--- src/rtl/fifo_uart_pkg.sv ---
// Shared FSM state encoding and line levels for the FIFO-fed UART transmitter.
package fifo_uart_pkg;

  typedef enum logic [2:0] {
    IDLE,
    POP,
    WAIT,
    START,
    DATA,
    STOP,
    PARITY
  } state_t;

  localparam logic TX_IDLE_LVL = 1'b1;
  localparam logic START_LVL   = 1'b0;

endpackage

--- src/rtl/fifo_uart_baud_cnt.sv ---
// Per-bit cycle counter: counts 0..CLKS_PER_BIT-1 while enabled, flags the final
// count (bit_tick) and the count before it (pre_tick).
module fifo_uart_baud_cnt #(
  parameter int unsigned CLKS_PER_BIT = 16
) (
  input  logic clk,
  input  logic reset,
  input  logic clear,
  input  logic enable,
  output logic bit_tick,
  output logic pre_tick
);

  localparam int unsigned CW = (CLKS_PER_BIT > 1) ? $clog2(CLKS_PER_BIT) : 1;

  logic [CW-1:0] cnt;

  assign bit_tick = (cnt == CW'(CLKS_PER_BIT - 1));
  assign pre_tick = (cnt == CW'(CLKS_PER_BIT - 2));

  always_ff @(posedge clk or posedge reset) begin
    if (reset) begin
      cnt <= '0;
    end else if (clear) begin
      cnt <= '0;
    end else if (enable) begin
      cnt <= bit_tick ? '0 : cnt + CW'(1);
    end
  end

endmodule

--- src/rtl/fifo_uart_tx.sv ---
// Pops words from the async FIFO read side and serialises them as start/data/stop
// frames. Define FIFO_UART_TX_PARITY_EN to insert an even-parity bit before STOP.
module fifo_uart_tx #(
  parameter int unsigned DATA_W       = 8,
  parameter int unsigned CLKS_PER_BIT = 16
) (
  input  logic              rd_clk,
  input  logic              reset,
  input  logic              enable_i,
  input  logic [DATA_W-1:0] fifo_data_i,
  input  logic              fifo_empty_i,
  output logic              rd_en_o,
  output logic              tx_o,
  output logic              busy_o,
  output logic              frame_done_o
);
  import fifo_uart_pkg::*;

  localparam int unsigned BW = $clog2(DATA_W + 1);

  state_t            state, state_n;
  logic [DATA_W-1:0] shift_q, shift_n;
  logic [BW-1:0]     bit_q, bit_n;
  logic              bit_tick, pre_tick, cnt_clear, cnt_en;
  logic              tx_n;
`ifdef FIFO_UART_TX_PARITY_EN
  logic              par_q;
`endif

  fifo_uart_baud_cnt #(
    .CLKS_PER_BIT(CLKS_PER_BIT)
  ) u_baud (
    .clk     (rd_clk),
    .reset   (reset),
    .clear   (cnt_clear),
    .enable  (cnt_en),
    .bit_tick(bit_tick),
    .pre_tick(pre_tick)
  );

  always_comb begin
    state_n = state;
    shift_n = shift_q;
    bit_n   = bit_q;
    cnt_en  = 1'b0;
    case (state)
      IDLE:  if (enable_i && !fifo_empty_i) state_n = POP;
      POP:   state_n = WAIT;
      WAIT: begin
        state_n = START;
        shift_n = fifo_data_i;
        bit_n   = '0;
      end
      START: begin
        cnt_en = 1'b1;
        if (bit_tick) state_n = DATA;
      end
      DATA: begin
        cnt_en = 1'b1;
        if (bit_tick) begin
          shift_n = shift_q >> 1;
          bit_n   = bit_q + BW'(1);
          if (bit_q == BW'(DATA_W - 1)) begin
`ifdef FIFO_UART_TX_PARITY_EN
            state_n = PARITY;
`else
            state_n = STOP;
`endif
          end
        end
      end
`ifdef FIFO_UART_TX_PARITY_EN
      PARITY: begin
        cnt_en = 1'b1;
        if (bit_tick) state_n = STOP;
      end
`endif
      STOP: begin
        cnt_en = 1'b1;
        if (bit_tick) state_n = IDLE;
      end
      default: state_n = IDLE;
    endcase
    cnt_clear = (state_n != state);
  end

  // Outputs are registered from next-state values so they line up with the state cycle.
  always_comb begin
    tx_n = TX_IDLE_LVL;
    case (state_n)
      START:  tx_n = START_LVL;
      DATA:   tx_n = shift_n[0];
`ifdef FIFO_UART_TX_PARITY_EN
      PARITY: tx_n = par_q;
`endif
      default: tx_n = TX_IDLE_LVL;
    endcase
  end

  always_ff @(posedge rd_clk or posedge reset) begin
    if (reset) begin
      state        <= IDLE;
      shift_q      <= '0;
      bit_q        <= '0;
      rd_en_o      <= 1'b0;
      tx_o         <= TX_IDLE_LVL;
      busy_o       <= 1'b0;
      frame_done_o <= 1'b0;
    end else begin
      state        <= state_n;
      shift_q      <= shift_n;
      bit_q        <= bit_n;
      rd_en_o      <= (state_n == POP);
      tx_o         <= tx_n;
      busy_o       <= (state_n != IDLE);
      frame_done_o <= (state == STOP) && pre_tick;
    end
  end

`ifdef FIFO_UART_TX_PARITY_EN
  always_ff @(posedge rd_clk or posedge reset) begin
    if (reset) begin
      par_q <= 1'b0;
    end else if (state == WAIT) begin
      par_q <= ^fifo_data_i;
    end
  end
`endif

endmodule

--- config.mk ---
export PLATFORM = sky130hd
export DESIGN_NAME = fifo_uart_tx
export DESIGN_NICKNAME = d
export VERILOG_FILES = /design/src/rtl/fifo_uart_pkg.sv /design/src/rtl/fifo_uart_baud_cnt.sv /design/src/rtl/fifo_uart_tx.sv
export SDC_FILE = /design/constraint.sdc
export NUM_CORES = 1
export LEC_CHECK = 0
export ABC_AREA = 1
export BUFFER_PORTS_ARGS = -buffer_cell sky130_fd_sc_hd__buf_4
export CORE_UTILIZATION = 40
export DETAILED_ROUTE_END_ITERATION = 12
export SYNTH_ARGS = -nofsm -noshare
export SYNTH_HDL_FRONTEND = slang
export SYNTH_HIERARCHICAL = 1
export SYNTH_SLANG_ARGS = --single-unit
--- constraint.sdc ---
create_clock -name rd_clk -period 3.7 [get_ports rd_clk]
set_clock_uncertainty 0.05 [all_clocks]
set_input_delay 0.185 -clock rd_clk [delete_from_list [all_inputs] [get_ports rd_clk]]
set_output_delay 0.185 -clock rd_clk [all_outputs]
set_load 0.1 [all_outputs]
==> metrics list, run 1 <==
- The run finished, with violations left.
- The checks that failed: design-rule violations.
* Later-pin clock latency in the skew report: 0.31 ns
- Counting flops and latches in the post-synthesis netlist gives 23.
- Final Instance Count excl. Fillers: 197
* CTS tree: yes
- Buffers inserted by post-CTS timing repair: 0
* Crit Path Category: reg2reg
- In this run, distinct cell masters in the synthesized netlist total 31.
* Synthesized net count: 161
- Most frequently used cell type in the post-synthesis netlist: nand2_1
- Synth area leader: dfrtp_1
- Headroom to the max-slew limit came out at 0.5170.
- After floorplanning, the core was divided into 19 placement rows.
* Biggest fanout along the worst timing path: 9
- The total overflow left after global routing is 0.
- STA classifies the critical path startpoint as a register.
- Timing endpoint of the critical path: u_baud/cnt[3]$_DFFE_PP0P_
- In the post-route analysis, the smallest setup slack over all paths is 1.572 ns.
* Static leakage: 0.7363 nW
- For the worst flop-to-flop path, the logic depth is 13.
* TritonCTS Buffers: 3
- In this run the critical register-to-register path is captured at u_baud/cnt[3]$_DFFE_PP0P_.
- The cell family contributing the most delay on the critical path is simple AND/OR/NAND/NOR gates.
- Arrival time at the worst endpoint: 2.30 ns
* Critical Path, Cell by Cell: ha_1 -> nand3_1 -> inv_1 -> nand2_2 -> nor2_4 -> nand2_4 -> nand3_4 -> o21a_1 -> nor2_4 -> nand2_2 -> inv_2 -> nand3_2 -> nand2_2
* Number of instances in the placed design: 191
- Worst min-delay path category: in2reg
- In the final timing run, aggregate negative setup slack is 0 ns.
- After clock tree synthesis, the clock-pin slew on the worst setup and hold paths is 0.12 ns.
- Nets: 182
- Tracing the worst setup path back leads to its startpoint at u_baud/cnt[0]$_DFFE_PP0P_.
- Wire length of the first global-routing pass: 3988 um
- In this run the clock root is driven by a clkbuf_4.
- Unrepaired setup endpoints after global routing: false
- Die Span Y: 57.85 um
- For this run, the total global-route usage over all layers was measured as 0.1528.
* Shortest clock period the worst path allows after layout: 2.128 ns
- Post-route cell area: 0.001434 sq mm
- Final HPWL from detailed placement: 1793 um
- Cells after synthesis: 146
* FF-to-FF setup slack: 1.57 ns
* WL final: 2335 um
- Overall via count from detail_route: 1,000
- CTS Sinks: 23
- In this run, synthesis inferred 0 flip-flops with an integrated enable.
* Number of pins exceeding their max-slew limit in the final report: 0
- In the finished design, the share of the clock period the worst path needs comes to 0.5751.
- The number of buffers and inverters on the critical path is 2.
* Number of DRC markers in iteration 0: 61
- Asr flop ratio synth: 1.000
- Power density over the cells: 280.1 mW/mm^2
- Buffers added on ports: 15
- Inserted Diodes: 0
* Area share of the largest cell type after synthesis: 0.4413
* Crit. path cell count: 13
- The slowest stage of the critical path belongs to the cell dfrtp_1.
* Post-synthesis sequential area ratio: 0.4624
* I/O pin total: 16
* Detailed-routing iteration count for the pre-antenna-repair pass: 8
- Largest stage delay on the critical path: 0.45 ns
- WP data required: 3.87 ns
* Most numerous cell on the critical path: nand2_2
* Antenna-violating nets left: 0
- Worst IR drop on VDD: 0.0001575 V
- Mean instance size in the synthesized netlist: 8.544 sq um
* Setup-failing EPs final: 0
- Prior to clock tree synthesis, the placed netlist has a worst setup slack of 1.595 ns.
* Number of H-tree branching levels: 1
- Placeable core region: 0.002853 sq mm
* Die Footprint: 0.003346 sq mm
* Average wire per standard cell: 11.85 um
- Primary flip-flop cell chosen by synthesis mapping: dfrtp_1
- Horizontal die dimension: 57.85 um
- Vias per inst: 5.076
- Max Cap Viol: 0
* Layout cells sized above 1: 0.2771
- Starting Density: 0.4373
- The completed layout was analyzed and its total power is 401.6 uW.
- Yosys printed 6 warnings.
* Final number of hold-violating endpoints: 0
- Final RePlAce weighted congestion: 0.7782
- Clock buffer depth: 2
- STA classifies the critical path endpoint as a register.
- By count the netlist is led by nand2_1, dfrtp_1, inv_1, nand3_1, nor2_1.
* Actual transition at the worst max-transition pin: 0.7236 ns
- For this run, design rule violations remaining after detail routing come to 1.
- Once placement finished, the instance area stood at 0.001388 sq mm.
- In this run the critical register-to-register path is launched from u_baud/cnt[0]$_DFFE_PP0P_.
- Growth of design area from synthesis to finish: 14.95%
* Upper clock frequency limit: 469.9 MHz
* Maximum number of pins on one net before global-route repair: 20
- The via count of the first global-routing pass came to 931.
- Top area cells in the synthesized netlist: dfrtp_1, nand2_1, nand3_1, inv_1, nand3_2
- Initial antenna violation count: 0
- Summing every instance area after synthesis gives 0.001247 sq mm.
[worst reg2reg max path: stages, from the launching register on]
cell and delay [ns]:
dfrtp_1 0.45, ha_1 0.22, nand3_1 0.13, inv_1 0.16
nand2_2 0.10, nor2_4 0.26, nand2_4 0.08, nand3_4 0.10
o21a_1 0.22, nor2_4 0.06, nand2_2 0.09, inv_2 0.04
nand3_2 0.05, nand2_2 0.05
[metal layers]
layer / wire length, um / global-route usage / up-vias
li1: - / - / 513
met1: 1125 / 0.1971 / 469
met2: 1114 / 0.2644 / 14
met3: 62 / 0.02009 / 4
met4: 33 / 0.05102 / 0
met5: 0 / 0 / -
[how the worst min path moves through the flow]
stage	slack, ns	start	depth (start not counted)	end
after floorplan	-0.1	reset	1	u_baud/cnt[0]$_DFFE_PP0P_
after global placement	0.05	reset	2	u_baud/cnt[1]$_DFFE_PP0P_
after detailed placement	0.05	reset	2	u_baud/cnt[3]$_DFFE_PP0P_
after CTS	0.02	fifo_data_i[7]	3	shift_q[7]$_DFFE_PP0P_
after global routing	0.04	fifo_data_i[7]	3	shift_q[7]$_DFFE_PP0P_
final	0.03	fifo_data_i[7]	3	shift_q[7]$_DFFE_PP0P_
[final cells by class]
class	instances	area, sq um
Sequential cell	23	576.8
Timing Repair Buffer	17	132.6
Multi-Input combinational cell	103	585.6
Tap cell	31	38.79
Inverter	19	73.82
Fill cell	281	1419
Clock buffer	4	26.28
[flip-flops by register name (all words and copies together), names as in the netlist]
register / flops
state: 3
tx_o: 1
busy_o: 1
shift_q: 8
frame_done_o: 1
rd_en_o: 1
u_baud/cnt: 4
bit_q: 4
[kinds of logic (layout without fill, tap and decap cells)]
| logic type | count (synthesis) | after routing | share of synthesized area |
|---|---|---|---|
| adders and majority gates | 3 | 3 | 0.03009 |
| buffers and inverters | 20 | 40 | 0.06820 |
| and+or+nand+nor | 87 | 87 | 0.3752 |
| DFF | 23 | 23 | 0.4624 |
| AOI/OAI and AO/OA | 13 | 13 | 0.06420 |
[stage by stage]
step                        util  hold slack, ns
final                     0.5026         0.02701
after floorplan                -        -0.09892
after global placement    0.4864         0.05282
after CTS                 0.5026         0.01874
after detailed placement  0.4864         0.05095
after global routing      0.5026         0.03610
[report_power, final]
part	total, mW	internal, mW	switching [mW]	leakage (nW)
clock network	0.118	0.0421	0.0754	0.0150
logic	0.0257	0.0118	0.0140	0.453
registers	0.258	0.256	0.00224	0.268
total	0.402	0.310	0.0916	0.736
[cell usage in the layout, fill, tap and decap left out, types with 2 or more instances in the layout]
| master | count |
|---|---|
| a21oi_1 | 4 |
| nand3_2 | 4 |
| nor2_1 | 10 |
| nor2_2 | 2 |
| dfrtp_1 | 22 |
| clkbuf_4 | 3 |
| o21ai_0 | 3 |
| inv_2 | 6 |
| nand2_1 | 38 |
| buf_4 | 15 |
| dlygate4sd3_1 | 2 |
| nand2_2 | 6 |
| nor2_4 | 2 |
| nand3_1 | 12 |
| nand4_1 | 3 |
| ha_1 | 3 |
| nand2_4 | 3 |
| inv_1 | 12 |
[timing repair]
item | 4_1_cts | 5_1_grt
hold buffers | 2 | 0
endpoints found under the hold margin | 23 | 0
setup endpoints to repair | 0 | 0
resized for setup | 0 | 0
Power figures use the tool's default switching activity.
==> inputs of run 2 (changes only) <==
- clock period: 3.7 -> 1.8 ns (I/O delays scaled with it)
==> metrics list, run 2 (synthesis results as in run 1) <==
- The TritonCTS buffer count came to 3 (unchanged).
- The maximum frequency from static timing analysis is 584.2 MHz (was 469.9 MHz).
* Area taken by multi-input logic gates: 619.3 sq um (was 585.6 sq um)
- The path class of the lowest-slack min-delay path was in2async (was in2reg).
- The register area is 576.8 sq um (unchanged).
- The average wire per cell in the routed design is 11.69 um (was 11.85 um).
- The wire length on met2 came to 1258 um (was 1114 um).
* WL final: 2524 um (was 2335 um)
- The antenna violation net count after detailed routing is 0 (unchanged).
- Biggest fanout along the worst timing path: 4 (was 9)
- The maximum count of clock buffers along a single path is 2 (unchanged).
* Maximum number of pins on one net before global-route repair: 20 (unchanged)
* Worst slew margin: 0.5190 (was 0.5170)
- The count of unresolved DRC violations after routing is 0 (was 1).
* Commonest non-fill, non-tap cells in the layout: nand2_1, buf_4, dfrtp_1 (was nand2_1, dfrtp_1, buf_4)
- CTS tree: yes (unchanged)
- Leading registers by flop count: shift_q (8), bit_q (4), u_baud/cnt (4) (unchanged).
- The CTS sink count came to 23 (unchanged).
- The number of diodes added for antenna fixing is 0 (unchanged).
- Arrival time at the worst endpoint: 1.93 ns (was 2.30 ns)
- The detailed router's first-iteration violation count came to 44 (was 61).
- Largest reg by FF count: shift_q (unchanged)
- The power density of the placed cells came to 515.7 mW/mm^2 (was 280.1 mW/mm^2).
* Clock-pin slew reported for the worst setup and hold paths after clock tree synthesis: 0.13 ns (was 0.12 ns)
* Crit Path Category: reg2reg (unchanged)
- The tightest hold margin was 0.1640 ns (was 0.02701 ns).
- The wire length the detailed router placed on met1 is 1162 um (was 1125 um).
* Overall via count from detail_route: 1,068 (was 1,000)
- The via count of the first global-routing pass is 1,022 (was 931).
- Number of H-tree branching levels: 1 (unchanged)
- Final core utilization: 0.5728 (was 0.5026)
- The minimum clock period after layout is 1.712 ns (was 2.128 ns).
- The worst IR drop on VDD came to 0.0004605 V (was 0.0001575 V).
* Buffers added on ports: 15 (unchanged)
* Max Cap Viol: 0 (unchanged)
- Routed length on met3: 78 um (was 62 um)
* Startpoint of the worst setup timing path: u_baud/cnt[1]$_DFFE_PP0P_ (was u_baud/cnt[0]$_DFFE_PP0P_)
* Die Span Y: 57.85 um (unchanged)
- Setup-failing EPs final: 0 (unchanged)
- Growth of design area from synthesis to finish: 30.99% (was 14.95%)
- Max layer used: met4 (unchanged)
* Number of flip-flops under the largest register name: 8 (unchanged)
- Number of pins exceeding their max-slew limit in the final report: 0 (unchanged)
- The final weighted congestion in routability-driven placement came to 0.7990 (was 0.7782).
- The destination of the worst register-to-register timing path was u_baud/cnt[3]$_DFFE_PP0P_ (unchanged).
- The via density per instance was 4.944 (was 5.076).
* Detailed-routing iteration count for the pre-antenna-repair pass: 5 (was 8)
- Later-pin clock latency in the skew report: 0.32 ns (was 0.31 ns)
- Clock root cell: clkbuf_4 (unchanged)
- The overall fraction of global-route tracks in use was 0.1711 (was 0.1528).
- Final Instance Count excl. Fillers: 216 (was 197)
* Largest stage delay on the critical path: 0.41 ns (was 0.45 ns)
* Layout cells sized above 1: 0.3514 (was 0.2771)
- Launching point of the worst reg2reg path: u_baud/cnt[1]$_DFFE_PP0P_ (was u_baud/cnt[0]$_DFFE_PP0P_)
- Most numerous cell on the critical path: nand2_2 (unchanged)
- Remaining Overflow, GRT: 0 (unchanged)
- The slack of the worst reg-to-reg path came to 0.09 ns (was 1.57 ns).
* Die Footprint: 0.003346 sq mm (unchanged)
- The category of the worst setup path launch point was a register (unchanged).
- Nets: 201 (was 182)
- The slowest cell on the critical path is dfrtp_1 (unchanged).
- The number of standard-cell rows in the floorplan is 19 (unchanged).
- The leakage power came to 0.8365 nW (was 0.7363 nW).
- Post-route cell area: 0.001634 sq mm (was 0.001434 sq mm)
* Final number of hold-violating endpoints: 0 (unchanged)
- The I/O pin total is 16 (unchanged).
- Starting Density: 0.4373 (unchanged)
* Filler cell count: 259 (was 281)
- Initial antenna violation count: 0 (unchanged)
* Depth of the worst register-to-register path: 13 (unchanged)
- The total placed cells including tap cells is 195 (was 191).
- The commonest non-fill, non-tap cell in the layout was nand2_1 (unchanged).
* WP data required: 2.02 ns (was 3.87 ns)
* Fin crit share: 0.9510 (was 0.5751)
- Placeable core region: 0.002853 sq mm (unchanged)
* Run status: finished clean (was complete, but fails checks)
- The slew of the pin with the lowest slew margin came to 0.7207 ns (was 0.7236 ns).
- Wire length of the first global-routing pass: 4450 um (was 3988 um)
* Horizontal die dimension: 57.85 um (unchanged)
* Final HPWL from detailed placement: 1863 um (was 1793 um)
- Critical Path, Cell by Cell: ha_2 -> nand3_2 -> inv_2 -> nand2_2 -> nor2_4 -> nand2_4 -> nand3_4 -> o21a_4 -> nor2_4 -> nand2_2 -> inv_2 -> nand3_2 -> nand2_2 (was ha_1 -> nand3_1 -> inv_1 -> nand2_2 -> nor2_4 -> nand2_4 -> nand3_4 -> o21a_1 -> nor2_4 -> nand2_2 -> inv_2 -> nand3_2 -> nand2_2).
- Area after DPL: 0.001425 sq mm (was 0.001388 sq mm)
- The kind of end point of the critical path is a register (unchanged).
-- run 2: final cells by class --
| type | instances | area share |
|---|---|---|
| well taps | 31 | 0.02374 |
| clock buffers | 3 | 0.01378 |
| repair buffers | 36 | 0.1822 |
| multi-input cells | 103 | 0.3790 |
| clock inverters | 1 | 0.003063 |
| inverters | 19 | 0.04518 |
| flip-flops and latches | 23 | 0.3530 |
-- run 2: layer usage --
| metal | GRT usage | up-vias |
|---|---|---|
| li1 | - | 547 |
| met1 | 0.2313 | 495 |
| met2 | 0.2939 | 22 |
| met5 | 0 | - |
| met4 | 0.03061 | 0 |
| met3 | 0.02679 | 4 |
-- run 2: how the worst max path moves through the flow --
stage,slack [ns],depth (start not counted),end
floorplan,0.02,13,u_baud/cnt[3]$_DFFE_PP0P_
global placement,0.06,13,u_baud/cnt[3]$_DFFE_PP0P_
detailed placement,-0.008,11,u_baud/cnt[1]$_DFFE_PP0P_
CTS,0.006,11,u_baud/cnt[0]$_DFFE_PP0P_
global route,-0.009,13,u_baud/cnt[3]$_DFFE_PP0P_
finish,0.09,13,u_baud/cnt[3]$_DFFE_PP0P_
-- run 2: what timing repair did --
| item | in CTS | in global routing |
|---|---|---|
| gates resized for setup | 2 | 6 |
| endpoints found under the setup margin | 2 | 4 |
| hold buffers | 11 | 0 |
| setup buffers | 0 | 6 |
| pin swaps | 1 | 5 |
| hold endpoints to repair | 31 | 0 |
-- run 2: per-stage QoR --
step	power, mW	setup WS [ns]	TNS, ns
after floorplan	0.5655	0.01667	0
after detailed placement	0.5915	-0.007653	-0.007653
after CTS	0.8529	0.005822	0
final	0.8427	0.08825	0
after global routing	0.8780	-0.008626	-0.008626
after global placement	0.5907	0.05859	0
-- run 2: report_power, final --
group          internal (mW)  leakage, nW  total, mW  switching, mW
Combinational         0.0355        0.550     0.0665         0.0310
Sequential             0.526        0.268      0.531        0.00441
Clock                 0.0832       0.0177      0.245          0.162
Total                  0.645        0.836      0.843          0.198
-- run 2: worst max-delay path: cells and delay by family, from the launching register on --
| kind | cells | cell delay (ns) |
|---|---|---|
| compound gates | 1 | 0.25 |
| flops | 1 | 0.41 |
| simple gates | 9 | 0.66 |
| fa+ha+maj | 1 | 0.20 |
| buf+inv | 2 | 0.10 |
==> inputs of run 3 (changes only) <==
- ABC_AREA: 1 -> 0
- TNS_END_PERCENT: not set -> 100
==> metrics list, run 3 <==
- The number of buffer cells added on primary ports came to 15 (unchanged).
* Upper clock frequency limit: 579.0 MHz (was 584.2 MHz)
- The total global routing overflow was 0 (unchanged).
* Final HPWL from detailed placement: 1773 um (was 1863 um)
- Leading registers by flop count: shift_q (8), bit_q (4), u_baud/cnt (4) (unchanged).
* Mean instance size in the synthesized netlist: 10.49 sq um (was 8.544 sq um)
- The die span in y was 56.20 um (was 57.85 um).
* Fin crit share: 0.9594 (was 0.9510)
- Average wire per standard cell: 13.75 um (was 11.69 um)
* Layout cells sized above 1: 0.2734 (was 0.3514)
- The number of warning messages in the yosys log was 6 (unchanged).
- Total design power: 822.4 uW (was 842.7 uW)
- DRC errors left: 0 (unchanged)
* Final worst setup slack: 0.07300 ns (was 0.08825 ns)
* Actual transition at the worst max-transition pin: 0.7191 ns (was 0.7207 ns)
- The cell with the most instances after synthesis is dfrtp_1 (was nand2_1).
* Maximum number of pins on one net before global-route repair: 20 (unchanged)
- Top cells by instance count after synthesis: dfrtp_1, nand2_1, a21oi_1, a22o_1, nor2_1 (was nand2_1, dfrtp_1, inv_1, nand3_1, nor2_1)
- Setup-failing EPs final: 0 (unchanged)
- The leakage power came to 0.7316 nW (was 0.8365 nW).
- Commonest non-fill, non-tap cells in the layout: buf_4, dfrtp_1, nand2_1 (was nand2_1, buf_4, dfrtp_1).
- The TritonCTS buffer count was 3 (unchanged).
- Growth of design area from synthesis to finish: 21.30% (was 30.99%)
- The via count of the routed design is 932 (was 1,068).
* Vias per inst: 5.482 (was 4.944)
- The number of library cell types mapped by synthesis came to 39 (was 31).
* Final number of hold-violating endpoints: 0 (unchanged)
- Arrival time at the worst endpoint: 1.88 ns (was 1.93 ns)
- Wire length of the first global-routing pass: 4002 um (was 4450 um)
* Primary flip-flop cell chosen by synthesis mapping: dfrtp_1 (unchanged)
* Power density over the cells: 577.1 mW/mm^2 (was 515.7 mW/mm^2)
- Synthesized net count: 127 (was 161)
- Worst IR drop on VDD: 0.0005217 V (was 0.0004605 V)
- The number of flip-flops in the largest register is 8 (unchanged).
* Number of H-tree branching levels: 1 (unchanged)
- The CTS sink count was 23 (unchanged).
- The floorplan die area is 0.003158 sq mm (was 0.003346 sq mm).
- WL final: 2337 um (was 2524 um)
- Pre-CTS setup slack: 0.08771 ns (was -0.007653 ns)
* Most common cell after layout, fill and taps aside: buf_4 (was nand2_1)
- The width of the die was 56.20 um (was 57.85 um).
- Final RePlAce weighted congestion: 0.8345 (was 0.7990)
- Run status: finished clean (unchanged).
* Post-synthesis sequential area ratio: 0.4909 (was 0.4624)
- Clock-pin slew reported for the worst setup and hold paths after clock tree synthesis: 0.12 ns (was 0.13 ns)
- Detailed-routing iteration count for the pre-antenna-repair pass: 4 (was 5)
- The TritonCTS clock tree is yes (unchanged).
- The slack of the worst reg-to-reg path came to 0.07 ns (was 0.09 ns).
- The worst slew margin relative to its limit is 0.5201 (was 0.5190).
* Fin Hold WS: 0.03077 ns (was 0.1640 ns)
- The minimum clock period after layout came to 1.727 ns (was 1.712 ns).
- The async set-or-reset flop fraction in the synthesized netlist is 1.000 (unchanged).
- Cells after synthesis: 112 (was 146)
- Clock buffer depth: 2 (unchanged)
- Filler cell count: 261 (was 259)
* Crit Path Category: reg2reg (unchanged)
* Initial antenna violation count: 0 (unchanged)
- The max-capacitance violation count is 0 (unchanged).
* Biggest fanout along the worst timing path: 5 (was 4)
* Later-pin clock latency in the skew report: 0.30 ns (was 0.32 ns)
- Number of flip-flops and latches in the synthesized netlist: 23 (unchanged)
* I/O pin total: 16 (unchanged)
- The overall fraction of global-route tracks in use is 0.1600 (was 0.1711).
* Critical Path Sink Type: register (unchanged)
- Clock root cell: clkbuf_4 (unchanged)
* Top area cells in the synthesized netlist: dfrtp_1, a22o_1, a21o_1, ha_1, nand2_1 (was dfrtp_1, nand2_1, nand3_1, inv_1, nand3_2)
- Number of cells upsized or downsized after cts: 0 (was 2)
- The top cell type by total area after synthesis is dfrtp_1 (unchanged).
- Combined area of all synthesized cells: 0.001175 sq mm (was 0.001247 sq mm)
- The share of the synthesized area in the top cell type is 0.4686 (was 0.4413).
- The path class of the lowest-slack min-delay path is in2reg (was in2async).
* Antenna-violating nets left: 0 (unchanged)
- Nets: 155 (was 201)
- The detailed router's first-iteration violation count was 28 (was 44).
* Count of flip-flops with a built-in enable after synthesis: 0 (unchanged)
- The starting density of the core is 0.4260 (was 0.4373).
- Number of global-route vias before repair: 976 (was 1,022)
- Placeable core region: 0.002758 sq mm (was 0.002853 sq mm)
- The number of standard-cell rows in the floorplan came to 19 (unchanged).
* Largest reg by FF count: shift_q (unchanged)
* Number of pins exceeding their max-slew limit in the final report: 0 (unchanged)
- The category of the worst setup path launch point was a register (unchanged).
- The number of diodes added for antenna fixing came to 0 (unchanged).
* WP data required: 1.96 ns (was 2.02 ns)
run 3: worst max-delay path, cell delays in order (launching register included):
cell and delay (ns):
dfrtp_1 0.40, ha_1 0.23, and3_4 0.20, and4bb_1 0.25, buf_4 0.17, a22o_1 0.18
a21o_1 0.15
run 3: path summary, 6_finish.rpt:
check | startpoint | endpoint | cells after the start
setup reg to reg | u_baud/cnt[0]$_DFFE_PP0P_ | shift_q[5]$_DFFE_PP0P_ | 6
min in group asynchronous | reset | u_baud/cnt[1]$_DFFE_PP0P_ | 3
setup / recovery | u_baud/cnt[0]$_DFFE_PP0P_ | shift_q[5]$_DFFE_PP0P_ | 6
hold reg to reg | bit_q[3]$_DFFE_PP0P_ | bit_q[3]$_DFFE_PP0P_ | 1
hold / removal | fifo_data_i[2] | shift_q[2]$_DFFE_PP0P_ | 3
max in group asynchronous | reset | shift_q[3]$_DFFE_PP0P_ | 3
run 3: power by group:
group	leakage, nW	total, mW	switching (mW)	internal (mW)
Clock	0.0150	0.235	0.149	0.0863
Combinational	0.446	0.0577	0.0291	0.0285
Sequential	0.271	0.530	0.00464	0.525
run 3: final cells by class:
cell class	instances	area, sq um	share of cell area
multi-input combinational	80	555.5	0.3898
tap	31	38.79	0.02722
timing repair buffer	28	212.7	0.1493
inverter	4	15.01	0.01054
sequential	23	576.8	0.4047
clock buffer	4	26.28	0.01844
run 3: repair_timing:
| action | in CTS | in global routing |
|---|---|---|
| endpoints found under the setup margin | 0 | 3 |
| setup buffers | 0 | 1 |
| hold buffers | 1 | 0 |
| hold endpoints to repair | 22 | 0 |
run 3: through the flow:
stage	std cells	TNS, ns	instance area, sq um	utilization
floorplan	112	0	1175	-
global placement	164	0	1381	0.5009
detailed placement	164	0	1381	0.5009
CTS	169	0	1418	0.5141
global route	170	-0.0001665	1425	0.5168
finish	170	0	1425	0.5168
run 3: cell families (layout without fill, tap and decap cells):
family                     Yosys count  in the layout  synth area share
muxes                                5              5           0.04473
and+or+nand+nor                     38             38            0.1917
buffers and inverters                9             36           0.03620
adders and majority gates            3              3           0.03195
AOI/OAI and AO/OA                   33             33            0.1970
DFF                                 23             23            0.4910
xor gates and xnor gates             1              1          0.007456
run 3: routing by layer:
metal / vias up / share of wire / track usage / wire length (um)
met4: 0 / 0.0073 / 0.05923 / 17
met2: 8 / 0.52 / 0.2925 / 1213
met3: 2 / 0.018 / 0.02791 / 42
li1: 465 / - / - / -
met1: 457 / 0.45 / 0.1851 / 1063
met5: - / 0 / 0 / 0
